File: config.mk
export PLATFORM = sky130hd
export DESIGN_NAME = jtlabrun_romrq
export DESIGN_NICKNAME = d
export VERILOG_FILES = /design/src/rtl/jtlabrun_romrq.sv
export SDC_FILE = /design/constraint.sdc
export NUM_CORES = 1
export LEC_CHECK = 0
export ABC_AREA = 0
export BUFFER_PORTS_ARGS = -buffer_cell sky130_fd_sc_hd__buf_2
export CAP_MARGIN = 15
export CORE_ASPECT_RATIO = 1.4
export CORE_MARGIN = 2
export CORE_UTILIZATION = 53
export CTS_CLUSTER_DIAMETER = 60
export DETAILED_ROUTE_END_ITERATION = 8
export PLACE_DENSITY = 0.75
export RECOVER_POWER = 100
export SYNTH_ARGS = -nofsm -noshare
export SYNTH_HDL_FRONTEND = slang
export SYNTH_SLANG_ARGS = --single-unit
export TNS_END_PERCENT = 10
File: constraint.sdc
create_clock -name clk -period 6.9 [get_ports clk]
set_input_delay 1.38 -clock clk [delete_from_list [all_inputs] [get_ports clk]]
set_output_delay 1.38 -clock clk [all_outputs]
set_load 0.01 [all_outputs]
File: src/rtl/jtlabrun_romrq.sv
// jtlabrun_romrq
// Responder for the main CPU ROM bus. The CPU presents a byte address with a
// chip select and waits for cpu_ok; bytes are served from a 2-entry cache of
// 32-bit lines, refilled through a single SDRAM request slot.
//
// Ports
//   clk, rst       system clock, asynchronous active-high reset
//   cpu_addr/cs    CPU byte address and ROM chip select
//   cpu_data/ok    returned byte and its valid flag for the current cpu_addr
//   sdram_addr     16-bit word address of the line being fetched (OFFSET added)
//   sdram_req      fetch request level, dropped once sdram_ack is seen
//   sdram_ack      arbiter accepted the request
//   data_dst/rdy   sdram_din holds this slot's line when both are high
//   sdram_din      32-bit line, byte 0 in bits [7:0]
module jtlabrun_romrq #(
  parameter int unsigned AW     = 17,
  parameter logic [21:0] OFFSET = 22'h0
) (
  input  logic          clk,
  input  logic          rst,
  input  logic [AW-1:0] cpu_addr,
  input  logic          cpu_cs,
  output logic [7:0]    cpu_data,
  output logic          cpu_ok,
  output logic [21:0]   sdram_addr,
  output logic          sdram_req,
  input  logic          sdram_ack,
  input  logic          data_dst,
  input  logic          data_rdy,
  input  logic [31:0]   sdram_din
);

  localparam int unsigned TW = AW - 2;

  typedef enum logic [1:0] {
    IDLE,
    REQ,
    WAIT
  } state_t;

  state_t          state_q, state_d;

  logic [1:0]      valid_q;
  logic [TW-1:0]   tag_q  [2];
  logic [31:0]     line_q [2];
  logic            lru_q;

  logic [TW-1:0]   fa_q;
  logic [21:0]     saddr_q;
  logic [7:0]      data_q;
  logic            ok_q;
  logic [AW-1:0]   addr_q;

  logic [TW-1:0]   cpu_tag;
  logic            hit0, hit1, hit;
  logic            hit_idx;
  logic [31:0]     hit_line;
  logic [7:0]      hit_byte;
  logic            launch, fill;
  logic            victim;

  assign cpu_tag  = cpu_addr[AW-1:2];
  assign hit0     = cpu_cs & valid_q[0] & (tag_q[0] == cpu_tag);
  assign hit1     = cpu_cs & valid_q[1] & (tag_q[1] == cpu_tag);
  assign hit      = hit0 | hit1;
  assign hit_idx  = ~hit0;
  assign hit_line = hit0 ? line_q[0] : line_q[1];

  // Never overwrite the entry the CPU is reading in the same cycle: when a
  // fill coincides with a hit, the victim is forced to the other entry.
  assign victim   = hit ? ~hit_idx : lru_q;

  always_comb begin
    hit_byte = hit_line[7:0];
    case (cpu_addr[1:0])
      2'd0:    hit_byte = hit_line[7:0];
      2'd1:    hit_byte = hit_line[15:8];
      2'd2:    hit_byte = hit_line[23:16];
      default: hit_byte = hit_line[31:24];
    endcase
  end

  always_ff @(posedge clk or posedge rst) begin
    if (rst) begin
      state_q <= IDLE;
    end else begin
      state_q <= state_d;
    end
  end

  always_comb begin
    state_d   = state_q;
    sdram_req = 1'b0;
    launch    = 1'b0;
    fill      = 1'b0;
    case (state_q)
      IDLE: begin
        if (cpu_cs && !hit) begin
          launch  = 1'b1;
          state_d = REQ;
        end
      end
      REQ: begin
        // data_rdy arriving with the ack belongs to someone else's burst
        sdram_req = 1'b1;
        if (sdram_ack) state_d = WAIT;
      end
      WAIT: begin
        if (data_rdy && data_dst) begin
          fill    = 1'b1;
          state_d = IDLE;
        end
      end
      default: state_d = IDLE;
    endcase
  end

  always_ff @(posedge clk or posedge rst) begin
    if (rst) begin
      valid_q <= '0;
      for (int unsigned i = 0; i < 2; i++) begin
        tag_q[i]  <= '0;
        line_q[i] <= '0;
      end
      lru_q   <= 1'b0;
      fa_q    <= '0;
      saddr_q <= OFFSET;
      data_q  <= '0;
      ok_q    <= 1'b0;
      addr_q  <= '0;
    end else begin
      ok_q <= hit;
      if (hit) begin
        addr_q <= cpu_addr;
        data_q <= hit_byte;
      end
      if (launch) begin
        fa_q    <= cpu_tag;
        saddr_q <= OFFSET + 22'({cpu_tag, 1'b0});
      end
      if (fill) begin
        valid_q[victim] <= 1'b1;
        tag_q[victim]   <= fa_q;
        line_q[victim]  <= sdram_din;
        lru_q           <= ~victim;
      end else if (hit) begin
        lru_q <= ~hit_idx;
      end
    end
  end

  assign cpu_data   = data_q;
  assign sdram_addr = saddr_q;
  // addr_q comparison drops cpu_ok in the very cycle the CPU moves on
  assign cpu_ok     = ok_q & cpu_cs & (cpu_addr == addr_q);

endmodule
==> results of run 1 <==
flip-flops by register name, summed over array words and instances (netlist names):
name and flops:
line_q 64, tag_q 30, addr_q 17, fa_q 15, cpu_data 8, state_q 2
valid_q 2, lru_q 1, ok_q 1
per-stage QoR:
stage               std cells  power [mW]  worst slack, ns  util [%]
floorplan                 433        1.87             1.77         -
global placement          637        2.06             2.01      58.3
detailed placement        637        2.10             1.84      58.3
CTS                       666        2.92             2.29      62.7
global route              667        3.01             1.28      61.9
finish                    667        2.85             1.56      61.9
cell families (layout without fill, tap and decap cells):
kind of cell	after synthesis	in the layout	synth area share, %
multiplexers	150	150	29.6
adder cells (fa/ha/maj)	2	2	0.391
flip-flops	140	140	54.7
AND/OR/NAND/NOR	45	45	5.04
buffers and inverters	28	115	2.48
XOR/XNOR	47	47	6.43
AO/OA/AOI/OAI	14	14	1.23
other	1	7	0.0586
path summary, 6_finish.rpt:
check / startpoint / to / slack (ns) / cells past startpoint
hold / removal: valid_q[0] / valid_q[0] / 0.48 / 1
max in group asynchronous: rst / line_q[62] / 2.36 / 3
hold reg to reg: valid_q[0] / valid_q[0] / 0.48 / 1
min in group asynchronous: rst / fa_q[5] / 1.70 / 2
setup / recovery: cpu_addr[10] / tag_q[11] / 1.56 / 9
setup reg to reg: tag_q[8] / tag_q[11] / 2.39 / 8
cell type report:
class	count	area [um^2]	area share [%]
clock inverter	8	72.6	0.992
multi-input combinational	265	2700	36.9
tap	147	184	2.51
sequential	140	3500	47.9
inverter	3	12.5	0.171
timing repair buffer	83	394	5.39
clock buffer	21	450	6.16
per-layer routing:
metal | global-route usage (%) | routed length [um] | up-vias
met5 | 0 | 0 | -
met4 | 7.28 | 221 | 0
met3 | 5.52 | 560 | 19
met2 | 37.4 | 6810 | 102
met1 | 24.6 | 5190 | 1939
li1 | - | - | 1700
synthesized netlist by cell type (2+ instances only):
cell        n
dfrtp_1   140
mux2_2    106
xor2_1     34
mux4_2     16
nor4_1     14
xnor2_1    13
clkbuf_1   12
a21oi_1    11
mux2_1     10
mux2_4     10
nor2_1      9
mux2i_1     8
buf_4       7
nand4_1     6
nor4_2      4
buf_2       3
inv_1       3
nand2_1     3
ha_1        2
nand4_4     2
nand4b_1    2
power by group through the flow:
stage	clock network, mW	registers (mW)	logic (mW)
5_1_grt	0.862	1.37	0.775
3_3_place_gp	0	1.32	0.739
4_1_cts	0.828	1.33	0.769
6_report	0.814	1.33	0.712
3_5_place_dp	0	1.34	0.764
2_1_floorplan	0	1.30	0.576
==> results by group, run 1 <==
Yosys
  • Count of state elements after synthesis: 140
  • Syn Area/Cell: 15.0 um^2
  • Yosys top cell by area: dfrtp_1
  • Count of cell types in the netlist: 33
  • Cells after Synth: 427
  • Area of the mapped netlist: 6400 um^2
  • Leading register cell type out of synthesis: dfrtp_1
  • Post-synthesis async set-or-reset flop share: 100%
  • Synth area leaders: dfrtp_1, mux2_2, mux4_2
  • Sequential share of the synthesized area: 54.7%
  • Number of flops mapped to enable cells by yosys: 0
  • Synth warnings: 0
  • Synth top area share: 54.7%

Place
  • Placed Area: 6890 um^2
  • PortBufs: 79
  • RePlAce Congestion: 0.919
  • Dpl hpwl: 8.84 mm

Clock tree
  • Worst-path clk slew: 0.05 ns
  • Clock Path Buffers: 2
  • Total CTS buffers: 17
  • CTS tree: yes
  • # hold bufs at CTS: 0
  • # resized after CTS: 0
  • H-tree levels: 4
  • Setup Buffers After CTS: 0
  • Root Buffer: clkbuf_16
  • Clock Sinks: 140
  • Skew-Pair Late Insertion Delay: 0.41 ns

Setup path
  • Critical path endpoint category: register
  • Worst setup path class: input port to register
  • Crit-path cells: clkbuf_1, xor2_1, nor4_1, nand4_1, a21boi_0, inv_1, ha_1, clkbuf_1, mux2_2
  • Startpoint types: input port
  • Max Fanout on Critical Path: 25
  • Crit-path most repeated cell: clkbuf_1
  • Buf/Inv on CP: 3
  • Arr. time, crit path: 5.63 ns
  • Slowest CP cell: clkbuf_1
  • Slowest stage delay, CP: 1.17 ns
  • WP data required: 7.19 ns
  • Crit path max-delay family: buffers and inverters

STA
  • Pins Over Slew Limit: 167
  • Final period utilization: 77.4%
  • RSZ-0062 raised after global routing: no
  • Hold WS: 0.485 ns
  • FMAX: 187 MHz
  • Fin Setup TNS: 0 ns
  • Period minus WS final: 5.34 ns
  • Final setup viols: 0
  • Worst clock skew: 0.00983 ns
  • Final hold viol count: 0
  • Rel. slew slack: -77.2%
  • Worst Tran Pin Value: 2.64 ns

Die
  • Die Height: 134 um
  • Initial Utilization: 54.2%
  • Top Ports: 87
  • Placement Rows: 47
  • Die X: 96.9 um
  • Core area: 11800 um^2
  • Die ar.: 13000 um^2

Power
  • Power share of the clock group: 28.5%
  • Net Sw Power: 0.824 mW
  • P_int: 2.03 mW
  • Comb pwr share: 24.9%
  • Max VDD drop: 219 uV
  • Flop pwr share: 46.5%
  • PwrDens: 390 nW/um^2
  • Sw Share: 28.9%
  • Static Leakage: 3.41 nW

Flow run
  • Max_cap viols: 3

Layout
  • Total Nets Final: 567
  • Share of cells above drive strength 1: 40.4%
  • Most frequent cells in the layout: dfrtp_1, mux2_2, buf_2, xor2_1, clkbuf_1
  • Layout area overhead: 14.3%
  • Final Instance Area: 7320 um^2
  • FILL cells: 938
  • Commonest non-fill, non-tap cell in the layout: dfrtp_1
  • Inserted Diodes: 0

Hold path
  • Worst Hold Class: register to register

Outcome
  • Failing checks: max-capacitance violations, max-slew violations
  • Status: complete, but fails checks

GRT
  • First-pass GRT wire length: 21.0 mm
  • GRT Util Overall: 21.0%
  • Vias in the first global route: 4042
  • Largest net degree at the start of global routing: 82
  • GRT overflow: 0
  • Initial antenna violation count: 0

Route
  • Vias per cell: 5.64
  • Initial drt markers: 137
  • Via Count: 3760
  • Post-DR wirelength/cell: 19.2 um
  • DRT Pass-1 Iters: 4
  • Detailed-route DRC error count: 0
  • Routed Antenna Nets: 0
  • Final WL: 12.8 mm
Power figures use the tool's default switching activity.
==> run 2, diff against run 1 <==
--- a/config.mk
+++ b/config.mk
@@ -10,10 +10,10 @@
 export CAP_MARGIN = 15
 export CORE_ASPECT_RATIO = 1.4
 export CORE_MARGIN = 2
-export CORE_UTILIZATION = 53
+export CORE_UTILIZATION = 52
 export CTS_CLUSTER_DIAMETER = 60
 export DETAILED_ROUTE_END_ITERATION = 8
-export PLACE_DENSITY = 0.75
+export PLACE_DENSITY = 0.77
 export RECOVER_POWER = 100
 export SYNTH_ARGS = -nofsm -noshare
 export SYNTH_HDL_FRONTEND = slang
==> constraint.sdc (replaced) <==
create_clock -name clk -period 4.6 [get_ports clk]
set_input_delay 0.92 -clock clk [delete_from_list [all_inputs] [get_ports clk]]
set_output_delay 0.92 -clock clk [all_outputs]
set_load 0.01 [all_outputs]
==> results by group, run 2 (synthesis gave the netlist of run 1 again) <==
Layout
  • Register bank with the most flops: line_q (unchanged)
  • Top flop regs: line_q x64, tag_q x30, addr_q x17 (unchanged)
  • FILL cells: 934 (was 938)
  • Commonest non-fill, non-tap cell in the layout: dfrtp_1 (unchanged)
  • Layout area overhead: 16.1% (was 14.3%)
  • Final Instance Area: 7430 um^2 (was 7320 um^2)
  • Number of flip-flops in the largest register: 64 (unchanged)
  • Inserted Diodes: 0 (unchanged)
  • Most frequent cells in the layout: dfrtp_1, mux2_2, buf_2, xor2_1, clkbuf_1 (unchanged)
  • Total Nets Final: 568 (was 567)
  • Share of cells above drive strength 1: 40.8% (was 40.4%)

STA
  • Rel. slew slack: 15.9% (was -77.2%)
  • Final period utilization: 81.9%
  • Pins Over Slew Limit: 0 (was 167)
  • Period minus WS final: 3.77 ns
  • Fin Setup TNS: 0 ns (unchanged)
  • Worst Tran Pin Value: 1.26 ns (was 2.64 ns)
  • Final setup viols: 0 (unchanged)
  • FMAX: 265 MHz
  • RSZ-0062 raised after global routing: no (unchanged)
  • Worst clock skew: 0.00763 ns (was 0.00983 ns)
  • Final hold viol count: 0 (unchanged)

Route
  • Detailed-route DRC error count: 0 (unchanged)
  • Via Count: 3776 (was 3760)
  • Vias per cell: 5.63 (was 5.64)
  • Routed Antenna Nets: 0 (unchanged)
  • Initial drt markers: 136 (was 137)
  • DRT Pass-1 Iters: 5 (was 4)
  • Post-DR wirelength/cell: 19.5 um (was 19.2 um)
  • Final WL: 13.1 mm (was 12.8 mm)

Clock tree
  • # hold bufs at CTS: 0 (unchanged)
  • Total CTS buffers: 17 (unchanged)
  • # resized after CTS: 0 (unchanged)
  • Root Buffer: clkbuf_16 (unchanged)
  • Worst-path clk slew: 0.05 ns (about the same)
  • CTS tree: yes (unchanged)
  • Setup Buffers After CTS: 0 (unchanged)
  • Clock Path Buffers: 2 (unchanged)
  • H-tree levels: 4 (unchanged)
  • Clock Sinks: 140 (unchanged)
  • Skew-Pair Late Insertion Delay: 0.41 ns (about the same)

Place
  • RePlAce Congestion: 0.831 (was 0.919)
  • Dpl hpwl: 8.93 mm (was 8.84 mm)
  • PortBufs: 79 (unchanged)
  • Placed Area: 6910 um^2 (was 6890 um^2)

Hold path
  • Worst Hold Class: register to register (unchanged)

Power
  • Static Leakage: 3.47 nW (was 3.41 nW)
  • PwrDens: 606 nW/um^2 (was 390 nW/um^2)
  • Max VDD drop: 318 uV (was 219 uV)

Die
  • Initial Utilization: 53.6% (was 54.2%)
  • Die Height: 135 um (was 134 um)
  • Die ar.: 13200 um^2 (was 13000 um^2)
  • Die X: 97.8 um (was 96.9 um)
  • Core area: 11900 um^2 (was 11800 um^2)
  • Top Ports: 87 (unchanged)
  • Placement Rows: 47 (unchanged)

Setup path
  • Max Fanout on Critical Path: 22 (was 25)
  • WP data required: 4.89 ns (was 7.19 ns)
  • Critical path endpoint category: register (unchanged)
  • Worst setup path class: input port to register (unchanged)
  • Startpoint types: input port (unchanged)
  • Arr. time, crit path: 4.06 ns (was 5.63 ns)

Flow run
  • Max_cap viols: 0 (was 3)

GRT
  • GRT overflow: 0 (unchanged)
  • GRT Util Overall: 21.8% (was 21.0%)
  • Initial antenna violation count: 0 (unchanged)
  • First-pass GRT wire length: 22.2 mm (was 21.0 mm)
  • Largest net degree at the start of global routing: 141 (was 82)
  • Vias in the first global route: 4331 (was 4042)

Outcome
  • Status: completed (was complete, but fails checks)
==> run 2: critical path, cell delays in order <==
cell	delay, ns
clkbuf_1	0.23
xor2_1	0.14
nor4_1	0.42
nand4_2	0.14
buf_4	0.24
a21boi_0	0.35
ha_1	0.23
clkbuf_1	0.92
mux2_2	0.43
==> run 2: final timing paths <==
check	start	end	slack, ns	depth (start not counted)
max	cpu_addr[11]	line_q[38]	0.83	9
min reg2reg	valid_q[1]	valid_q[1]	0.49	1
max in group asynchronous	rst	tag_q[9]	3.31	3
max reg2reg	tag_q[9]	line_q[38]	1.18	8
min in group asynchronous	rst	tag_q[29]	0.73	3
min	valid_q[1]	valid_q[1]	0.49	1
==> run 2: final cells by class <==
type / instances / area, um^2 / area share, %
flip-flops and latches: 140 / 3500 / 47.2
repair buffers: 84 / 403 / 5.42
inverters: 3 / 12.5 / 0.168
well taps: 147 / 184 / 2.48
clock buffers: 25 / 485 / 6.53
multi-input cells: 265 / 2710 / 36.4
clock inverters: 7 / 135 / 1.82
==> run 2: per-layer routing <==
| layer | wire [um] | vias to the layer above | GRT usage, % |
|---|---|---|---|
| li1 | - | 1706 | - |
| met1 | 5120 | 1948 | 25.5 |
| met2 | 7040 | 99 | 38.1 |
| met3 | 574 | 23 | 5.68 |
| met4 | 329 | 0 | 9.41 |
| met5 | 0 | - | 0 |
==> run 2: per-stage QoR <==
stage / std cells / total power [mW] / util, % / setup slack (ns) / hold slack, ns
2_1_floorplan: 433 / 2.81 / - / 1.28 / 0.440
3_3_place_gp: 639 / 3.08 / 57.9 / 1.15 / 0.464
3_5_place_dp: 639 / 3.15 / 57.9 / 1.06 / 0.470
4_1_cts: 671 / 4.61 / 63.1 / 1.22 / 0.489
5_1_grt: 671 / 4.74 / 62.2 / 0.583 / 0.513
6_report: 671 / 4.50 / 62.2 / 0.831 / 0.488
==> run 2: power breakdown <==
group | internal, mW | switching [mW] | total, mW
sequential | 1.69 | 0.305 | 2.00
combinational | 0.607 | 0.460 | 1.07
clock | 0.949 | 0.485 | 1.43
total | 3.25 | 1.25 | 4.50
==> run 3, diff against run 2 <==
--- a/config.mk
+++ b/config.mk
@@ -10,10 +10,10 @@
 export CAP_MARGIN = 15
 export CORE_ASPECT_RATIO = 1.4
 export CORE_MARGIN = 2
-export CORE_UTILIZATION = 52
+export CORE_UTILIZATION = 53
 export CTS_CLUSTER_DIAMETER = 60
 export DETAILED_ROUTE_END_ITERATION = 8
-export PLACE_DENSITY = 0.77
+export PLACE_DENSITY = 0.75
 export RECOVER_POWER = 100
 export SYNTH_ARGS = -nofsm -noshare
 export SYNTH_HDL_FRONTEND = slang
==> constraint.sdc (replaced) <==
create_clock -name clk -period 3.55 [get_ports clk]
set_input_delay 0.71 -clock clk [delete_from_list [all_inputs] [get_ports clk]]
set_output_delay 0.71 -clock clk [all_outputs]
set_load 0.01 [all_outputs]
==> results by group, run 3 (synthesis gave the netlist of run 1 again) <==
Clock tree
  • Skew-Pair Late Insertion Delay: 0.41 ns (about the same)
  • Setup Buffers After CTS: 0 (unchanged)
  • H-tree levels: 4 (unchanged)
  • # resized after CTS: 0 (unchanged)
  • # hold bufs at CTS: 0 (unchanged)
  • CTS tree: yes (unchanged)
  • Total CTS buffers: 17 (unchanged)
  • Clock Sinks: 140 (unchanged)
  • Clock Path Buffers: 2 (unchanged)
  • Root Buffer: clkbuf_16 (unchanged)
  • Worst-path clk slew: 0.06 ns (was 0.05 ns)

Flow run
  • Max_cap viols: 1 (was 0)

GRT
  • GRT overflow: 0 (unchanged)
  • Vias in the first global route: 4079 (was 4331)
  • Largest net degree at the start of global routing: 91 (was 141)
  • GRT Util Overall: 21.1% (was 21.8%)
  • First-pass GRT wire length: 21.1 mm (was 22.2 mm)
  • Initial antenna violation count: 0 (unchanged)

Power
  • Static Leakage: 3.46 nW (was 3.47 nW)
  • Overall power: 5.64 mW (was 4.50 mW)
  • PwrDens: 761 nW/um^2 (was 606 nW/um^2)
  • Max VDD drop: 438 uV (was 318 uV)

Die
  • Core area: 11800 um^2 (was 11900 um^2)
  • Die Height: 134 um (was 135 um)
  • Die X: 96.9 um (was 97.8 um)
  • Placement Rows: 47 (unchanged)
  • Initial Utilization: 54.2% (was 53.6%)
  • Top Ports: 87 (unchanged)
  • Die ar.: 13000 um^2 (was 13200 um^2)

Layout
  • Share of cells above drive strength 1: 42.5% (was 40.8%)
  • Commonest non-fill, non-tap cell in the layout: dfrtp_1 (unchanged)
  • Top flop regs: line_q x64, tag_q x30, addr_q x17 (unchanged)
  • Layout area overhead: 15.8% (was 16.1%)
  • Most frequent cells in the layout: dfrtp_1, mux2_2, buf_2, xor2_1, clkbuf_1 (unchanged)
  • Inserted Diodes: 0 (unchanged)
  • Total Nets Final: 571 (was 568)
  • Register bank with the most flops: line_q (unchanged)
  • FILL cells: 946 (was 934)
  • Number of flip-flops in the largest register: 64 (unchanged)
  • Final Instance Area: 7410 um^2 (was 7430 um^2)

Setup path
  • WP data required: 3.84 ns (was 4.89 ns)
  • Arr. time, crit path: 3.01 ns (was 4.06 ns)
  • Critical path endpoint category: register (unchanged)
  • Worst setup path class: input port to register (unchanged)
  • Reg2Reg Setup Slack: 1.02 ns (was 1.18 ns)
  • Max Fanout on Critical Path: 19 (was 22)
  • Startpoint types: input port (unchanged)

STA
  • FMAX: 367 MHz
  • Rel. slew slack: 0.328% (was 15.9%)
  • Final hold viol count: 0 (unchanged)
  • Fin Setup TNS: 0 ns (unchanged)
  • RSZ-0062 raised after global routing: no (unchanged)
  • Worst Tran Pin Value: 1.49 ns (was 1.26 ns)
  • Final setup viols: 0 (unchanged)
  • Worst clock skew: 0.00964 ns (was 0.00763 ns)
  • Final period utilization: 76.7%
  • Pins Over Slew Limit: 0 (unchanged)
  • Final WS setup: 0.827 ns (was 0.831 ns)
  • Hold WS: 0.466 ns (was 0.488 ns)
  • Period minus WS final: 2.72 ns

Route
  • DRT Pass-1 Iters: 6 (was 5)
  • Initial drt markers: 136 (unchanged)
  • Vias per cell: 5.61 (was 5.63)
  • Detailed-route DRC error count: 0 (unchanged)
  • Routed Antenna Nets: 0 (unchanged)
  • Post-DR wirelength/cell: 19.4 um (was 19.5 um)
  • Via Count: 3778 (was 3776)
  • Final WL: 13.1 mm (about the same)

Place
  • Dpl hpwl: 9.14 mm (was 8.93 mm)
  • Pre-CTS setup slack: 0.557 ns (was 1.06 ns)
  • RePlAce Congestion: 0.824 (was 0.831)
  • Placed Area: 6950 um^2 (was 6910 um^2)
  • PortBufs: 79 (unchanged)

Outcome
  • Status: complete, but fails checks (was completed)
  • Failing checks: max-capacitance violations

Hold path
  • Worst Hold Class: register to register (unchanged)
## run 3: critical path, stage by stage
cell and delay, ns:
clkbuf_1 0.27, xor2_1 0.15, nor4_1 0.52, nand4_4 0.40, nand4_2 0.56, mux2_2 0.39
## run 3: area by class of cell
| type | instances | area, um^2 | area share, % |
|---|---|---|---|
| sequential | 140 | 3500 | 47.3 |
| timing repair buffer | 87 | 432 | 5.82 |
| inverter | 3 | 12.5 | 0.169 |
| multi-input combinational | 265 | 2720 | 36.7 |
| clock inverter | 13 | 120 | 1.62 |
| clock buffer | 19 | 443 | 5.98 |
| tap | 147 | 184 | 2.48 |
## run 3: path summary, 6_finish.rpt
path	startpoint	endpoint	depth (start not counted)
worst max-delay path	cpu_addr[4]	fa_q[13]	6
worst min-delay path	valid_q[0]	valid_q[0]	1
worst max register to register	tag_q[17]	fa_q[13]	5
worst min register to register	valid_q[0]	valid_q[0]	1
max in group asynchronous	rst	state_q[1]	3
min in group asynchronous	rst	tag_q[5]	2
## run 3: layer usage
layer  GRT usage (%)  vias up  part of all wire [%]
met3            5.47       20                   4.3
met4            8.14        0                   1.9
met1            23.9     1954                    39
li1                -     1711                     -
met2            38.2       93                    54
met5               0        -                     0
## run 3: power breakdown
group | switching (mW) | internal, mW | leakage [nW]
logic | 0.596 | 0.791 | 1.41
registers | 0.397 | 2.20 | 1.79
clock network | 0.675 | 0.983 | 0.258
## run 3: per-stage QoR
step                      util, %  std cells
final                        62.7        674
after floorplan                 -        433
after detailed placement     58.8        642
after global routing         62.7        674
after CTS                    63.6        674
after global placement       58.8        642
